### config.mk
export PLATFORM = sky130hd
export DESIGN_NAME = fork_navigator
export DESIGN_NICKNAME = d
export VERILOG_FILES = /design/src/rtl/fork_navigator.sv
export SDC_FILE = /design/constraint.sdc
export NUM_CORES = 1
export LEC_CHECK = 0
export ABC_AREA = 0
export BUFFER_PORTS_ARGS = -buffer_cell sky130_fd_sc_hd__buf_4
export CAP_MARGIN = 40
export CORE_AREA = 8 8 73 75
export DETAILED_ROUTE_END_ITERATION = 7
export DIE_AREA = 0 0 81 83
export PLACE_DENSITY = 0.77
export SLEW_MARGIN = 20
export SYNTH_ARGS = -nofsm -noshare
export SYNTH_HDL_FRONTEND = slang
export SYNTH_SLANG_ARGS = --single-unit
### constraint.sdc
create_clock -name clk -period 3.78 [get_ports clk]
set_clock_uncertainty 0.2 [all_clocks]
set_input_delay 1.134 -clock clk [delete_from_list [all_inputs] [get_ports clk]]
set_output_delay 1.134 -clock clk [all_outputs]
set_load 0.005 [all_outputs]
### src/rtl/fork_navigator.sv
// Route sequencer fed by the fork detector: debounces detect_fork, walks an 8-entry route
// and issues timed turn commands. Optional watchdog on FOLLOW: define FORK_TIMEOUT_EN.
module fork_navigator #(
    parameter int DEBOUNCE_CYC = 4,
    parameter int TURN_CYC     = 25000000,
    parameter int COOL_CYC     = 12500000,
    parameter int CNT_W        = 26,
    parameter int TIMEOUT_CYC  = 50000000
) (
    input  logic        clk,
    input  logic        rst_n,
    input  logic        enable,
    input  logic        detect_fork,
    input  logic [15:0] route,
    output logic [1:0]  drive_cmd,
    output logic [2:0]  fork_idx,
    output logic        busy,
    output logic        done
`ifdef FORK_TIMEOUT_EN
    ,
    output logic        timeout_err
`endif
);

    typedef enum logic [2:0] {
        S_IDLE,
        S_FOLLOW,
        S_CONFIRM,
        S_TURN,
        S_COOL,
        S_FINISH
    } state_t;

    localparam logic [1:0] CMD_STOP = 2'b00;
    localparam logic [1:0] CMD_FWD  = 2'b01;
    localparam logic [1:0] CMD_L    = 2'b10;
    localparam logic [1:0] CMD_R    = 2'b11;

    localparam logic [CNT_W-1:0] DEB_LAST  = CNT_W'(DEBOUNCE_CYC - 1);
    localparam logic [CNT_W-1:0] TURN_LAST = CNT_W'(TURN_CYC - 1);
    localparam logic [CNT_W-1:0] COOL_LAST = CNT_W'(COOL_CYC - 1);
    localparam bit               DEB_ONE   = (DEBOUNCE_CYC == 1);

    state_t           state_q, state_d;
    logic [CNT_W-1:0] cnt_q, cnt_d;
    logic [2:0]       idx_q, idx_d;
    logic [1:0]       cmd_q, cmd_d;
    logic             busy_q, busy_d;
    logic             done_q, done_d;
    logic [1:0]       entry;
    logic             confirm;

`ifdef FORK_TIMEOUT_EN
    localparam logic [CNT_W-1:0] TMO_LAST = CNT_W'(TIMEOUT_CYC - 1);
    logic tmo_q, tmo_d;
`endif

    assign entry = route[{idx_q, 1'b0} +: 2];

    // The FOLLOW sample is the first of the DEBOUNCE_CYC high samples, so CONFIRM starts at 1.
    assign confirm = detect_fork &&
                     ((state_q == S_FOLLOW && DEB_ONE) ||
                      (state_q == S_CONFIRM && cnt_q == DEB_LAST));

    always_comb begin
        state_d = state_q;
        cnt_d   = cnt_q + CNT_W'(1);
        idx_d   = idx_q;
        cmd_d   = cmd_q;
`ifdef FORK_TIMEOUT_EN
        tmo_d   = tmo_q;
`endif
        if (!enable) begin
            state_d = S_IDLE;
            cnt_d   = '0;
            idx_d   = '0;
            cmd_d   = CMD_STOP;
`ifdef FORK_TIMEOUT_EN
            tmo_d   = 1'b0;
`endif
        end else if (confirm) begin
            cnt_d = '0;
            case (entry)
                2'b00:   begin state_d = S_COOL;   cmd_d = CMD_FWD;  end
                2'b01:   begin state_d = S_TURN;   cmd_d = CMD_L;    end
                2'b10:   begin state_d = S_TURN;   cmd_d = CMD_R;    end
                default: begin state_d = S_FINISH; cmd_d = CMD_STOP; end
            endcase
        end else begin
            case (state_q)
                S_IDLE: begin
                    state_d = S_FOLLOW;
                    cnt_d   = '0;
                    cmd_d   = CMD_FWD;
                end
                S_FOLLOW: begin
                    if (detect_fork) begin
                        state_d = S_CONFIRM;
                        cnt_d   = CNT_W'(1);
                    end
`ifdef FORK_TIMEOUT_EN
                    else if (cnt_q == TMO_LAST) begin
                        state_d = S_FINISH;
                        cnt_d   = '0;
                        cmd_d   = CMD_STOP;
                        tmo_d   = 1'b1;
                    end
`else
                    else begin
                        cnt_d = '0;
                    end
`endif
                end
                S_CONFIRM: begin
                    if (!detect_fork) begin
                        state_d = S_FOLLOW;
                        cnt_d   = '0;
                    end
                end
                S_TURN: begin
                    if (cnt_q == TURN_LAST) begin
                        state_d = S_COOL;
                        cnt_d   = '0;
                        cmd_d   = CMD_FWD;
                    end
                end
                S_COOL: begin
                    if (cnt_q == COOL_LAST) begin
                        cnt_d = '0;
                        if (idx_q == 3'd7) begin
                            state_d = S_FINISH;
                            cmd_d   = CMD_STOP;
                        end else begin
                            state_d = S_FOLLOW;
                            idx_d   = idx_q + 3'd1;
                        end
                    end
                end
                S_FINISH: cnt_d = '0;
                default: begin
                    state_d = S_IDLE;
                    cnt_d   = '0;
                    cmd_d   = CMD_STOP;
                end
            endcase
        end
        busy_d = (state_d != S_IDLE) && (state_d != S_FINISH);
        done_d = (state_d == S_FINISH);
    end

    always_ff @(posedge clk or negedge rst_n) begin
        if (!rst_n) begin
            state_q <= S_IDLE;
            cnt_q   <= '0;
            idx_q   <= '0;
            cmd_q   <= CMD_STOP;
            busy_q  <= 1'b0;
            done_q  <= 1'b0;
        end else begin
            state_q <= state_d;
            cnt_q   <= cnt_d;
            idx_q   <= idx_d;
            cmd_q   <= cmd_d;
            busy_q  <= busy_d;
            done_q  <= done_d;
        end
    end

`ifdef FORK_TIMEOUT_EN
    always_ff @(posedge clk or negedge rst_n) begin
        if (!rst_n) tmo_q <= 1'b0;
        else        tmo_q <= tmo_d;
    end
    assign timeout_err = tmo_q;
`endif

    assign drive_cmd = cmd_q;
    assign fork_idx  = idx_q;
    assign busy      = busy_q;
    assign done      = done_q;

endmodule

-- Word level (Yosys, flattened, before mapping)
Index checks and enable logic that the tools add are counted.
- logic and storage cells: 68
- register bits after elaboration: 36
- bits of input ports: 20
- output and inout port bits: 7
- eq/ne operators: 21
- reduce and logical (&&, ||, !) cells: 10
- $add $sub $neg: 2
- shifts and indexed selects: 1
- mux-type cells: 28
- operators with widths (cell ; number):
    $mux 26 ; 5
    $pmux 26 s4 ; 1
    $mux 3 ; 12
    $add 26x1->26 const B ; 1
    $eq 26x2->1 const B ; 1
    $eq 26x24->1 const B ; 1
    $eq 26x25->1 const B ; 1
    $pmux 3 s6 ; 1
    $shiftx 16x5->2 ; 1
    $eq 3x3->1 const B ; 4
    $ne 4x4->1 const B ; 3
    $mux 2 ; 5
    $pmux 2 s4 ; 1
    $reduce_and 4->1 ; 2
    $eq 3x2->1 const B ; 2
    $pmux 2 s3 ; 1
    $pmux 3 s2 ; 1
    $ne 2x1->1 const B ; 2
    $ne 2x2->1 const B ; 2
    $add 3x1->3 const B ; 1
    $eq 3x1->1 const B ; 1
    $logic_and 1x1->1 ; 3
    $logic_not 3->1 ; 1
    $ne 3x2->1 const B ; 1
    8 further kinds ; 8

-- Longest topological paths before layout
- depth after elaboration: 8
- mapped depth: 10

-- Worst setup path before layout
Ideal clock, no wire load.
- path type: input-to-reg
- start: input route[14]
- end: register busy_q, in the netlist busy
- data arrival time: 2.688 ns
- buffers on the path: 0
- stages: 8
- data required time: 3.490 ns
- library setup time: 0.090 ns
- slack: 0.802 ns
- path through: mux4_2 > mux2i_1 > ha_1 > inv_1 > nor4_1 > or2_2 > inv_1 > o221ai_1
- cells in the longest elaborated chain, start to end: 8
- ends and longest elaborated chain (element ; line ; RTL):
    start: declaration ; 14 ; input logic [15:0] route,
    $shiftx 16x5->2 (*) ; 58 ; assign entry = route[{idx_q, 1'b0} +: 2];
    $eq 2x2->1 or $eq 2x1->1 (tied branches) ; 83 ; case (entry)
    $reduce_or 2->1 (no source line) ; -- ;
    $pmux 3 s2 (*) ; 83 ;
    $mux 3 (*) ; 81 ; end else if (confirm) begin
    $mux 3 (*) ; 73 ; if (!enable) begin
    named net state_d[2] ; 44 ; state_t state_q, state_d;
    $ne 3x3->1 or $reduce_bool 3->1 (tied branches) ; 147 ; busy_d = (state_d != S_IDLE) && (state_d != S_FINISH);
    $logic_and 1x1->1 (*) ; 147 ;
    named net busy_d ; 48 ; logic busy_q, busy_d;
    end signal: assignment ; 164 ; busy_q <= busy_d;
    end: declaration ; 48 ;
Mark *: on every way through the listed nets, which the timed path passes. The rest lies on a longest branch.
A chain may end at the register's enable or synchronous reset.

-- Worst setup path in the final report
Same ends and word-level chain as after synthesis.

==> key figures <==
Clocking
  • CTS buffer count: 5
  • Clock sink count: 36
  • Hold Buf Count CTS: 0
  • Clock transition at path regs: 0.07 ns
  • Clock buffer depth: 2
  • Worst-Skew Late Latency: 0.28 ns
  • Post-CTS Resized: 0
  • CTS tree: done
  • Setup repair bufs after CTS: 0
  • H-tree levels: 2
  • Root Buffer: clkbuf_8

Timing
  • Setup violators final: 0
  • Fmax: ~330 MHz
  • Min Tclk post-route: roughly 3.0 ns
  • Slew at the pin closest to its max-slew limit: roughly 0.58 ns
  • Slew HR: around three fifths
  • Pins Over Slew Limit: 0
  • Min Hold Slack: 0.388 ns
  • RSZ-0062 raised after global routing: false
  • Final hold violation count: 0
  • Period utilization: between 70% and 80%
  • TNS Setup: 0 ns

Setup path
  • Crit path DAT: roughly 3.0 ns
  • CP endpoint kind: register
  • Cell Chain, Critical Path: buf_4 -> mux4_2 -> mux2i_1 -> ha_1 -> inv_1 -> nor4_1 -> or2_2 -> inv_1 -> o221ai_1
  • CP startpoint kind: primary input
  • Critical path's slowest cell: mux4_2
  • Kind of critical path: primary input to register
  • Max stage delay on crit path: about 0.45 ns
  • Max FO, Critical Path: 3
  • Critical Path Most Common Cell: inv_1
  • Worst EP required: between 3 and 4 ns

Yosys
  • Post-Syn Area: 0.00223 sq mm
  • Top FF cell, synth: dfrtp_1
  • Post-synth cell types: 48
  • Top cell type's share of synthesized area: between 40% and 50%
  • Synth Area per Inst: 9.49 sq um
  • FF+latch count, synth: 36
  • Yosys top cell by area: dfrtp_1
  • Post-synth EDFFs: 0
  • Synth area leaders: dfrtp_1 (40%), nor2_1 (6.1%), xor2_1 (5.1%)
  • Post-Syn Nets: between 200 and 300
  • Cells after Synth: between 200 and 250
  • Post-synthesis sequential area ratio: about 40%
  • FFs w/ async S/R, synth: 100%
  • Warnings, synthesis: 0

Floorplan
  • DIE HEIGHT: ~83 microns
  • Row count: 24
  • Area of the core: ~0.0042 sq mm
  • I/O pin total: 27
  • Starting density of the core: between 50% and 60%
  • Die Footprint: ~0.0067 sq mm
  • DIE WIDTH: between 80 and 90 microns

Detailed routing
  • Via-to-Cell Ratio: 5.70
  • Routed Antenna Nets: 0
  • Routed length per instance: roughly 16 microns
  • Drt first-iter violations: between 100 and 150
  • Detailed Routing Iterations Pass 1: 4
  • Routed Wire Length: 4880 microns
  • Via count: 1772
  • DRC violations left: 0

Global route
  • GR Util All Layers: between 10% and 20%
  • Antenna violations before repair: 0
  • Pin count of the biggest net entering global routing: 37
  • Global-route wire length before repair: roughly 8400 microns
  • GRT overflow: 0
  • Vias in the first global route: roughly 1800

Power and ir drop
  • LEAKAGE: a little over 1 nW
  • Worst VDD drop: 164 uV
  • Pwr/cell area: 283 mW/mm^2

Flow run
  • Maxcap violations: 0

Finish
  • Layout area overhead: 12.6%
  • Nets: about 280
  • Multi-input logic area: approximately 0.0012 sq mm
  • Fill cells: 370
  • Ant diodes: 0
  • Utilization after layout: ~60%
  • Most frequent cells in the layout: nor2_1 (36), dfrtp_1 (36), buf_4 (28)
  • Seq. cell area: about 900 sq um
  • Fin cells: ~310
  • Share of post-route cells with drive strength above 1: 18.1%
  • Post-route cell area: 0.00251 sq mm

Placed design
  • Hpwl dp: ~3700 microns
  • Post-DP Area: ~0.0024 sq mm
  • # placed instances: around 300
  • I/O Buffers: 26
  • RD Place Congestion: approximately 0.86

Outcome
  • Outcome: finished, final reports clean

Min path
  • Worst hold path type: register to register
-- final timing paths --
check,startpoint,end,slack (ns),cells past startpoint
min in group asynchronous,rst_n,cnt_q[21],0.61,1
max in group asynchronous,rst_n,cnt_q[10],2.45,1
max reg2reg,cnt_q[0],cnt_q[12],0.87,9
min,cnt_q[14],cnt_q[14],0.39,2
min reg2reg,cnt_q[14],cnt_q[14],0.39,2
max,route[14],busy,0.77,9
-- worst max-delay path, delay by kind of cell --
family          cells  cell delay (ns)
simple gates        2             0.67
compound gates      1             0.16
fa+ha+maj           1             0.17
buf+inv             3             0.21
mux                 2             0.66
-- routing by layer --
layer / GRT usage [%] / share of wire, % / routed length, microns
met2: 24.8 / 50 / 2450
met1: 19.6 / 45 / 2210
met3: 3.77 / 2.7 / 132
met4: 5.53 / 1.7 / 85
met5: 0 / 0 / 0
-- per-stage QoR --
step | total power, mW | setup WS [ns]
floorplan | 0.432 | 0.802
global placement | 0.463 | 0.561
detailed placement | 0.465 | 0.512
CTS | 0.720 | 0.794
global route | 0.746 | 0.636
finish | 0.710 | 0.773
-- final cells by class --
type,count,area share (%)
well taps,52,2.59
clock buffers,6,2.89
inverters,11,1.64
flip-flops and latches,36,35.9
multi-input cells,177,48.4
repair buffers,28,8.37
clock inverters,1,0.199
-- registers in the layout, summed over array words and instances, names as in the netlist --
name	flops
cnt_q	26
fork_idx	3
state_q	3
drive_cmd	2
busy	1
done	1
-- cell usage after synthesis, types with 3 or more instances --
cell type and instances:
nand2_1 9, xor2_1 13, or2_2 3, xnor2_1 12
and4_1 3, or4_1 3, inv_1 11, clkbuf_1 7
nand4_1 11, nand3_1 12, nor2_1 36, a31oi_1 3
nor2b_1 5, mux4_2 4, mux2i_1 4, nand2b_1 5
nor4_1 11, ha_1 4, nor3_1 5, dfrtp_1 36
nor3b_1 3
-- cell families after synthesis --
logic type | Yosys count | share of synthesized area [%]
buf+inv | 22 | 5.10
xor+xnor | 25 | 9.81
simple gates | 120 | 29.5
fa+ha+maj | 4 | 2.24
flops | 36 | 40.4
mux | 8 | 5.83
compound gates | 20 | 7.12
-- power breakdown --
group	internal [mW]	switching [mW]	leakage, nW	total, mW
logic	0.0316	0.0299	0.489	0.0615
clock network	0.125	0.127	0.0410	0.252
registers	0.390	0.00596	0.497	0.396
Note: power is estimated with default switching activity, not from simulation.
